$ cat config.mk
export PLATFORM = sky130hd
export DESIGN_NAME = ahb_apb_bridge
export DESIGN_NICKNAME = d
export VERILOG_FILES = /design/src/rtl/ahb_apb_bridge.sv
export SDC_FILE = /design/constraint.sdc
export NUM_CORES = 1
export LEC_CHECK = 0
export ABC_AREA = 1
export CORE_AREA = 3 3 123 125
export DETAILED_ROUTE_END_ITERATION = 8
export DIE_AREA = 0 0 126 128
export PLACE_DENSITY_LB_ADDON = 0.25
export SYNTH_ARGS = -nofsm -noshare
export SYNTH_HDL_FRONTEND = slang
export SYNTH_SLANG_ARGS = --single-unit
export TNS_END_PERCENT = 50
$ cat constraint.sdc
create_clock -name hclk_in -period 4.25 [get_ports hclk_in]
set_input_delay 0.425 -clock hclk_in [delete_from_list [all_inputs] [get_ports hclk_in]]
set_output_delay 0.425 -clock hclk_in [all_outputs]
set_load 0.05 [all_outputs]
$ cat src/rtl/ahb_apb_bridge.sv
// AHB-Lite slave to APB master bridge: one APB SETUP+ACCESS per AHB NONSEQ/SEQ transfer.
// Define APB_BRIDGE_APB4_EN to add PSTRB/PPROT and allow sub-word writes.
module ahb_apb_bridge #(
    parameter int NUM_APB    = 4,
    parameter int ADDR_WIDTH = 32,
    parameter int DATA_WIDTH = 32,
    parameter int SLV_SHIFT  = 12
) (
    input  logic                          hclk_in,
    input  logic                          hreset_in,
    input  logic                          s_hsel_in,
    input  logic [ADDR_WIDTH-1:0]         s_haddr_in,
    input  logic                          s_hwrite_in,
    input  logic [1:0]                    s_htrans_in,
    input  logic [2:0]                    s_hsize_in,
    input  logic [3:0]                    s_hprot_in,
    input  logic [DATA_WIDTH-1:0]         s_hwdata_in,
    input  logic                          s_hready_in,
    output logic [DATA_WIDTH-1:0]         s_hrdata_out,
    output logic                          s_hreadyout_out,
    output logic                          s_hresp_out,
    output logic [ADDR_WIDTH-1:0]         p_paddr_out,
    output logic [NUM_APB-1:0]            p_psel_out,
    output logic                          p_penable_out,
    output logic                          p_pwrite_out,
    output logic [DATA_WIDTH-1:0]         p_pwdata_out,
`ifdef APB_BRIDGE_APB4_EN
    output logic [3:0]                    p_pstrb_out,
    output logic [2:0]                    p_pprot_out,
`endif
    input  logic [NUM_APB*DATA_WIDTH-1:0] p_prdata_in,
    input  logic [NUM_APB-1:0]            p_pready_in,
    input  logic [NUM_APB-1:0]            p_pslverr_in
);

    // state  | meaning
    // IDLE   | no transfer in flight, HREADYOUT high, accepts address phase
    // SETUP  | APB setup phase, PSEL high, PENABLE low
    // ACCESS | APB access phase, waits for PREADY of the selected peripheral
    // ERR1   | first ERROR cycle, HREADYOUT low
    // ERR2   | second ERROR cycle, HREADYOUT high, accepts address phase
    typedef enum logic [2:0] {
        ST_IDLE,
        ST_SETUP,
        ST_ACCESS,
        ST_ERR1,
        ST_ERR2
    } state_t;

    localparam int IDX_W = (NUM_APB > 1) ? $clog2(NUM_APB) : 1;

    state_t             state;
    logic [IDX_W-1:0]   idx_q;
    logic [IDX_W-1:0]   addr_idx;
    logic [NUM_APB-1:0] dec_sel;
    logic               in_range;
    logic               size_ok;
    logic               capture;
    logic               req_err;
    logic               sel_ready;
    logic               sel_err;
    logic [DATA_WIDTH-1:0] sel_rdata;

    generate
        if (NUM_APB > 1) begin : g_idx
            assign addr_idx = s_haddr_in[SLV_SHIFT +: IDX_W];
        end else begin : g_idx_single
            assign addr_idx = '0;
        end
    endgenerate

    always_comb begin
        dec_sel = '0;
        for (int i = 0; i < NUM_APB; i++) begin
            dec_sel[i] = (addr_idx == IDX_W'(i));
        end
    end

    // A non-power-of-two NUM_APB leaves index codes with no peripheral behind them.
    assign in_range = |dec_sel;

`ifdef APB_BRIDGE_APB4_EN
    logic [3:0] wr_strb;
    logic       unused_bits;

    always_comb begin
        wr_strb = 4'b0000;
        if (s_hwrite_in) begin
            case (s_hsize_in)
                3'b000:  wr_strb = 4'b0001 << s_haddr_in[1:0];
                3'b001:  wr_strb = 4'b0011 << s_haddr_in[1:0];
                default: wr_strb = 4'b1111;
            endcase
        end
    end

    assign size_ok     = 1'b1;
    assign unused_bits = ^{s_htrans_in[0], s_hprot_in[3:2]};
`else
    logic unused_bits;

    // Without byte strobes a narrow write would clobber the whole word.
    assign size_ok     = !s_hwrite_in || (s_hsize_in == 3'b010);
    assign unused_bits = ^{s_htrans_in[0], s_hprot_in};
`endif

    assign capture = s_hsel_in && s_hready_in && s_htrans_in[1] &&
                     ((state == ST_IDLE) || (state == ST_ERR2));
    assign req_err = !in_range || !size_ok;

    always_comb begin
        sel_ready = 1'b0;
        sel_err   = 1'b0;
        sel_rdata = '0;
        for (int i = 0; i < NUM_APB; i++) begin
            if (idx_q == IDX_W'(i)) begin
                sel_ready = p_pready_in[i];
                sel_err   = p_pslverr_in[i];
                sel_rdata = p_prdata_in[i*DATA_WIDTH +: DATA_WIDTH];
            end
        end
    end

    // HWDATA is only valid in the data phase, which spans SETUP and ACCESS.
    assign p_pwdata_out = ((state == ST_SETUP) || (state == ST_ACCESS)) ? s_hwdata_in : '0;

    always_ff @(posedge hclk_in) begin
        if (hreset_in) begin
            state           <= ST_IDLE;
            idx_q           <= '0;
            p_psel_out      <= '0;
            p_penable_out   <= 1'b0;
            p_pwrite_out    <= 1'b0;
            p_paddr_out     <= '0;
            s_hreadyout_out <= 1'b1;
            s_hresp_out     <= 1'b0;
            s_hrdata_out    <= '0;
`ifdef APB_BRIDGE_APB4_EN
            p_pstrb_out     <= 4'b0000;
            p_pprot_out     <= 3'b000;
`endif
        end else begin
            case (state)
                ST_IDLE, ST_ERR2: begin
                    if (capture && req_err) begin
                        state           <= ST_ERR1;
                        s_hreadyout_out <= 1'b0;
                        s_hresp_out     <= 1'b1;
                    end else if (capture) begin
                        state           <= ST_SETUP;
                        idx_q           <= addr_idx;
                        p_psel_out      <= dec_sel;
                        p_penable_out   <= 1'b0;
                        p_pwrite_out    <= s_hwrite_in;
                        p_paddr_out     <= s_haddr_in;
                        s_hreadyout_out <= 1'b0;
                        s_hresp_out     <= 1'b0;
`ifdef APB_BRIDGE_APB4_EN
                        p_pstrb_out     <= wr_strb;
                        p_pprot_out     <= {~s_hprot_in[0], 1'b0, s_hprot_in[1]};
`endif
                    end else begin
                        state           <= ST_IDLE;
                        s_hreadyout_out <= 1'b1;
                        s_hresp_out     <= 1'b0;
                    end
                end
                ST_SETUP: begin
                    state         <= ST_ACCESS;
                    p_penable_out <= 1'b1;
                end
                ST_ACCESS: begin
                    if (sel_ready) begin
                        p_psel_out    <= '0;
                        p_penable_out <= 1'b0;
                        if (sel_err) begin
                            state       <= ST_ERR1;
                            s_hresp_out <= 1'b1;
                        end else begin
                            state           <= ST_IDLE;
                            s_hreadyout_out <= 1'b1;
                            if (!p_pwrite_out) begin
                                s_hrdata_out <= sel_rdata;
                            end
                        end
                    end
                end
                ST_ERR1: begin
                    state           <= ST_ERR2;
                    s_hreadyout_out <= 1'b1;
                    s_hresp_out     <= 1'b1;
                end
                default: begin
                    state           <= ST_IDLE;
                    p_psel_out      <= '0;
                    p_penable_out   <= 1'b0;
                    s_hreadyout_out <= 1'b1;
                    s_hresp_out     <= 1'b0;
                end
            endcase
        end
    end

endmodule

==> impl_results.md, run 1 <==
* CTS buffer count at 9
* RSZ-0062 raised after global routing: no
* Clock transition at path regs at ~0.060 ns
* R2R setup slack at between 1.5 and 2 ns
* Initial drt markers at 239
* Area grow syn2layout at 85.0%
* Reg2Reg Launch Point: p_paddr_out[12]$_SDFFE_PP0P_
* Gate power share at 33.6%
* Ant diodes at 0
* Root buf cell: clkbuf_16
* Primary FF master, synth: dfxtp_1
* Synth Net Count at just under 900
* Leakage at about 3.2 nW
* Max Clock Freq at around 330 MHz
* Clock Skew at 0.00655 ns
* Routed wire length at 16,800 um
* Post-synthesis sequential area ratio at between 30 and 40%
* Setup TNS at 0 ns
* Crit path launch type: register
* Num rows at 43
* Min-delay worst type: reg2reg
* ANT nets after route at 0
* Wire length per cell at about 15 um
* #FFs+latches synth at 75
* Non-Filler Cell Area, Final at 7610 um^2
* Clock Path Buffers at 2
* Maxcap violations at 0
* Tcrit/Tclk final at between 70 and 80%
* Count of pins over their slew limit at 0
* Antenna violations before repair at 0
* Share of cells above drive strength 1 at under 10%
* Clock network power share at between 30% and 40%
* Slowest-stage cell, CP: clkdlybuf4s50_1
* Switching share of power at approximately a third
* Post-Syn Area at between 4000 and 5000 um^2
* Cell Int Power at between 1.5 and 2 mW
* Endpoints failing hold at 0
* First-pass iteration count of the detailed router at 4
* Cells after synthesis at approximately 670
* Worst vdd rail ir drop at 0.186 mV
* NetSw at 0.742 mW
* Number of global-route vias before repair at between 4,000 and 5,000
* Die area at between 15,000 and 20,000 um^2
* Peak fanout along the critical path at 32
* Most frequent cells in the layout: clkdlybuf4s50_1 (312), nand2_1 (153), nor2_1 (136)
* Port Buffers at between 300 and 400
* Worst Hold Launch: s_hreadyout_out$_SDFFE_PP1P_
* Final net count at roughly 1,200
* Setup CP Type: reg2out
* Largest net degree at the start of global routing at 73
* GR Util All Layers at about a fifth
* Yosys warnings at 0
* Worst slew margin at 26.2%
* Pwr per Cell Area at ~300 nW/um^2
* Die W at about 130 um
* First-pass GRT wire length at ~26,000 um
* Die Span Y at around 130 um
* Netlist cell types at 21
* Final Wtd Congestion at about 0.83
* Crit. End Element: output port
* CTS tree: yes
* Grt total ovfl at 0
* Via Count at 5,125
* Core area at approximately 14,000 um^2
* Critical Path AT at between 2 and 3 ns
* Fin util at a little over half
* DP HPWL at 13,000 um
* I/O Pins at between 300 and 400
* Sequential Power Share at 33.1%
* Critical Path Start: state[2]$_SDFFE_PP0P_
* Async SR Flop Fraction at 0%
* Top cell by count, worst path: inv_1
* Clk_lat worst skew at 0.33 ns
* Critical Path, Cell by Cell: inv_1, nand2_1, nor2_1, inv_1, nand2_1, inv_1, nor2_1, clkdlybuf4s50_1
* Initial Utilization at 29.4%
* CTS H-tree depth at 3
* Worst EP required at 3.83 ns
* Final setup fails at 0
* Layout filler cell count at 1,373
* EDFF count, synth at 0
* Clk sink count at 75
* Post-CTS Setup Repair Bufs at 0
* Post-place instance area at ~7300 um^2
* CTS Hold Buffers Added at 0
* Outcome: complete, no violations
* Worst-Margin Slew at 1.11 ns
* CP peak stage delay at between 0.8 and 0.9 ns
* DRC errors left at 0
* Leading cell type in the layout, fill and taps excluded: clkdlybuf4s50_1
* Minimum clock period at between 3 and 4 ns
* DR vias/cell at between 4 and 5
* Post-cts sizing count at 0
* Mean post-synth cell area at 6.15 um^2
worst max-delay path, delay by kind of cell, from the launching register on:
family,cells,cell delay [ns]
DFF,1,0.29
buffers and inverters,4,1.38
and+or+nand+nor,4,0.62
final timing paths:
path                                  endpoint  cells after the start
hold reg to reg   s_hreadyout_out$_SDFFE_PP1P_                      2
setup reg to reg  s_hrdata_out[9]$_SDFFE_PP0P_                      8
setup / recovery              p_pwdata_out[18]                      8
hold / removal    s_hreadyout_out$_SDFFE_PP1P_                      2
synth_stat cells (6+ instances only):
cell type  instances  area (um^2)
nand4_1            6         37.5
a21oi_1           35          175
o21ai_0           36          180
nand2_1          153          574
nand3_1           81          405
inv_1             58          218
nor2_2            36          225
buf_2             17         85.1
nor2_1           138          518
clkbuf_1          19         71.3
dfxtp_1           75         1500
cell families after synthesis:
kind of cell	synth area share (%)
simple gates	44.6
buf+inv	10.2
flops	36.5
compound gates	8.64
power by group through the flow:
stage          Sequential [mW]  Clock (mW)  Combinational (mW)
2_1_floorplan            0.882           0               0.306
3_3_place_gp             0.771           0               0.770
3_5_place_dp             0.772           0               0.772
4_1_cts                  0.757       0.790               0.774
5_1_grt                  0.761       0.814               0.827
6_report                 0.757       0.760               0.768
through the flow:
stage / hold WS [ns] / instances / setup slack (ns) / power (mW)
3_5_place_dp: 0.444 / 1127 / 1.52 / 1.54
5_1_grt: 0.477 / 1143 / 0.932 / 2.40
2_1_floorplan: 0.480 / 669 / 2.12 / 1.19
6_report: 0.460 / 1143 / 1.20 / 2.29
4_1_cts: 0.459 / 1143 / 1.15 / 2.32
3_3_place_gp: 0.443 / 1127 / 1.54 / 1.54
registers in the layout, summed over array words and instances (netlist names):
name	count
p_penable_out	1
p_pwrite_out	1
s_hresp_out	1
s_hrdata_out	32
state	3
p_psel_out	4
p_paddr_out	32
s_hreadyout_out	1
per-layer routing:
metal	up-vias	wire, um	track usage, %
met3	17	1500	6.00
met1	2233	7260	25.6
met2	211	7810	32.6
met5	-	0	0
met4	0	247	5.55
li1	2664	-	-
cell type report:
| type | count | area (um^2) | share of cell area, % |
|---|---|---|---|
| clock buffer | 11 | 243 | 3.19 |
| clock inverter | 5 | 52.6 | 0.691 |
| inverter | 61 | 229 | 3.01 |
| multi-input combinational | 494 | 2200 | 28.9 |
| sequential | 75 | 1500 | 19.7 |
| tap | 180 | 225 | 2.96 |
| timing repair buffer | 317 | 3160 | 41.5 |
No activity file was read; power rests on OpenSTA's default activity.
==> run 2: changes to the inputs <==
--- a/config.mk
+++ b/config.mk
@@ -6,9 +6,9 @@
 export NUM_CORES = 1
 export LEC_CHECK = 0
 export ABC_AREA = 1
-export CORE_AREA = 3 3 123 125
+export CORE_AREA = 3 3 121 123
 export DETAILED_ROUTE_END_ITERATION = 8
-export DIE_AREA = 0 0 126 128
+export DIE_AREA = 0 0 124 126
 export PLACE_DENSITY_LB_ADDON = 0.25
 export SYNTH_ARGS = -nofsm -noshare
 export SYNTH_HDL_FRONTEND = slang
==> constraint.sdc (replaced) <==
create_clock -name hclk_in -period 3.03 [get_ports hclk_in]
set_input_delay 0.303 -clock hclk_in [delete_from_list [all_inputs] [get_ports hclk_in]]
set_output_delay 0.303 -clock hclk_in [all_outputs]
set_load 0.05 [all_outputs]
==> impl_results.md, run 2 (synthesis results as in run 1) <==
* Outcome: complete, no violations
* Via Count at 5,114 (-0.21%)
* Maxcap violations at 0 (unchanged)
* Port Buffers at 312 (unchanged)
* Hold slack at 0.461 ns (+0.000815 ns)
* Num rows at 43 (unchanged)
* Routed wire length at 16,700 um (-0.94%)
* Final net count at 1,177 (+0.43%)
* Clk sink count at 75 (unchanged)
* Endpoints failing hold at 0 (unchanged)
* Grt total ovfl at 0 (unchanged)
* Min-delay worst type: reg2reg
* I/O Pins at 318 (unchanged)
* Die area at 15,600 um^2 (-3.1%)
* ANT nets after route at 0 (unchanged)
* Crit. End Element: output port
* Reg area at 1500 um^2 (unchanged)
* Antenna violations before repair at 0 (unchanged)
* Tot Pwr at 3.46 mW (+51%)
* Most frequent cells in the layout: clkdlybuf4s50_1 (307), nand2_1 (153), nor2_1 (136)
* Reg2Reg Launch Point: p_paddr_out[12]$_SDFFE_PP0P_
* Ant diodes at 0 (unchanged)
* Post-place instance area at 7350 um^2 (+0.51%)
* Worst vdd rail ir drop at 0.291 mV (+56%)
* First-pass iteration count of the detailed router at 5 (+1)
* DP HPWL at 13,100 um (+0.70%)
* Count of pins over their slew limit at 0 (unchanged)
* Die W at 124 um (-1.6%)
* RSZ-0062 raised after global routing: yes
* Met1 Use GR at 25.0% (-0.64 points)
* Non-Filler Cell Area, Final at 7730 um^2 (+1.6%)
* Initial drt markers at 238 (-0.42%)
* Clock Path Buffers at 2 (unchanged)
* CTS H-tree depth at 3 (unchanged)
* DR vias/cell at 4.45 (-0.65%)
* Biggest regs: p_paddr_out (32), s_hrdata_out (32), p_psel_out (4)
* Die Span Y at 126 um (-1.6%)
* Largest net degree at the start of global routing at 34 (-53%)
* Final Wtd Congestion at 0.836 (+0.95%)
* CTS tree: yes
* Clock transition at path regs at 0.06 ns (about the same)
* Sequential Power Share at 30.7% (-2.4 points)
* Worst Hold Launch: s_hrdata_out[27]$_SDFFE_PP0P_
* Core area at 13,800 um^2 (-1.5%)
* DRC errors left at 0 (unchanged)
* Initial Utilization at 29.9% (+0.46 points)
* Critical Path AT at 2.60 ns (-0.03 ns)
* Area grow syn2layout at 88.0%
* GR Util All Layers at 20.2% (+0.28 points)
* Setup TNS at 0 ns (unchanged)
* R2r endpoint: p_psel_out[0]$_SDFFE_PP0P_
* First-pass GRT wire length at 24,900 um (-4.1%)
* Leakage at 3.31 nW (+4.5%)
* Wire length per cell at 14.5 um (-1.4%)
* Most crowded layer after global routing: met2
* Worst-Margin Slew at 0.860 ns (-0.245 ns)
* Pwr per Cell Area at 447 nW/um^2 (+49%)
* Reg2reg path depth at 10 (+2)
* Multi-input gate area at 2200 um^2 (unchanged)
* Leading cell type in the layout, fill and taps excluded: clkdlybuf4s50_1
* Clock Skew at 0.00804 ns (+0.00149 ns)
* Tcrit/Tclk final at 95.9%
* Number of global-route vias before repair at 4,787 (-0.37%)
* Layout filler cell count at 1,390 (+1.2%)
* Root buf cell: clkbuf_16
* CTS Hold Buffers Added at 0 (unchanged)
* Met3 usage at 6.87% (+0.87 points)
* WHS Path Cells at 2 (unchanged)
* Share of cells above drive strength 1 at 7.54% (+0.48 points)
* Max Clock Freq at between 300 and 400 MHz
* Worst EP required at 2.73 ns (-1.10 ns)
* NetSw at 1.05 mW (+42%)
* Peak fanout along the critical path at 32 (unchanged)
* Met2 usage at 33.1% (+0.51 points)
* Cell Int Power at 2.40 mW (+56%)
* Setup CP Type: reg2out
* Fin util at 56.1% (+1.7 points)
* Minimum clock period at 2.91 ns
* Post-CTS Setup Repair Bufs at 0 (unchanged)
* Gate power share at 31.2% (-2.4 points)
* CTS buffer count at 9 (unchanged)
* Hold path endpoint: s_hrdata_out[27]$_SDFFE_PP0P_
* Final setup fails at 0 (unchanged)
* R2R setup slack at 0.95 ns (-0.63 ns)
* Worst slew margin at 42.6% (+16 points)
* Critical Path Start: state[2]$_SDFFE_PP0P_
* Post-cts sizing count at 0 (unchanged)
* Clk_lat worst skew at 0.33 ns (about the same)
* Crit path launch type: register
* Switching share of power at 30.5% (-2.0 points)
* Clock network power share at 38.1% (+4.8 points)
## run 2: routing by layer
layer  vias up  share of wire (%)
li1       2678                  -
met1      2216                 41
met4         0                1.7
met5         -                  0
met2       200                 46
met3        20                 11
## run 2: power groups by stage
stage               registers, mW  clock network [mW]  logic (mW)
floorplan                    1.24                   0       0.429
global placement             1.08                   0        1.08
detailed placement           1.08                   0        1.08
CTS                          1.06                1.36        1.09
global route                 1.07                1.40        1.16
finish                       1.06                1.32        1.08
## run 2: worst max-delay path by stage
stage                     cells past startpoint  slack [ns]               end
after floorplan                               7        1.02  p_pwdata_out[10]
after global placement                        8        0.50  p_pwdata_out[20]
after detailed placement                      8        0.45  p_pwdata_out[20]
after CTS                                     8        0.08  p_pwdata_out[20]
after global routing                          8       -0.15  p_pwdata_out[27]
final                                         8        0.12  p_pwdata_out[27]
## run 2: metrics by stage
step                worst slack (ns)  cells
floorplan                       1.02    669
global placement               0.496   1132
detailed placement             0.453   1132
CTS                           0.0756   1148
global route                  -0.150   1148
finish                         0.123   1148
## run 2: cell type report
cell class,count,share of cell area (%)
inverter,61,2.96
tap,180,2.91
clock inverter,6,1.78
clock buffer,10,2.96
timing repair buffer,322,41.5
multi-input combinational,494,28.4
sequential,75,19.4
## run 2: critical path: stages, from the launching register on
cell and delay (ns):
dfxtp_1 0.29, inv_1 0.08, nand2_1 0.07, nor2_1 0.28
inv_1 0.08, nand2_1 0.06, inv_1 0.35, nor2_1 0.22
clkdlybuf4s50_1 0.83
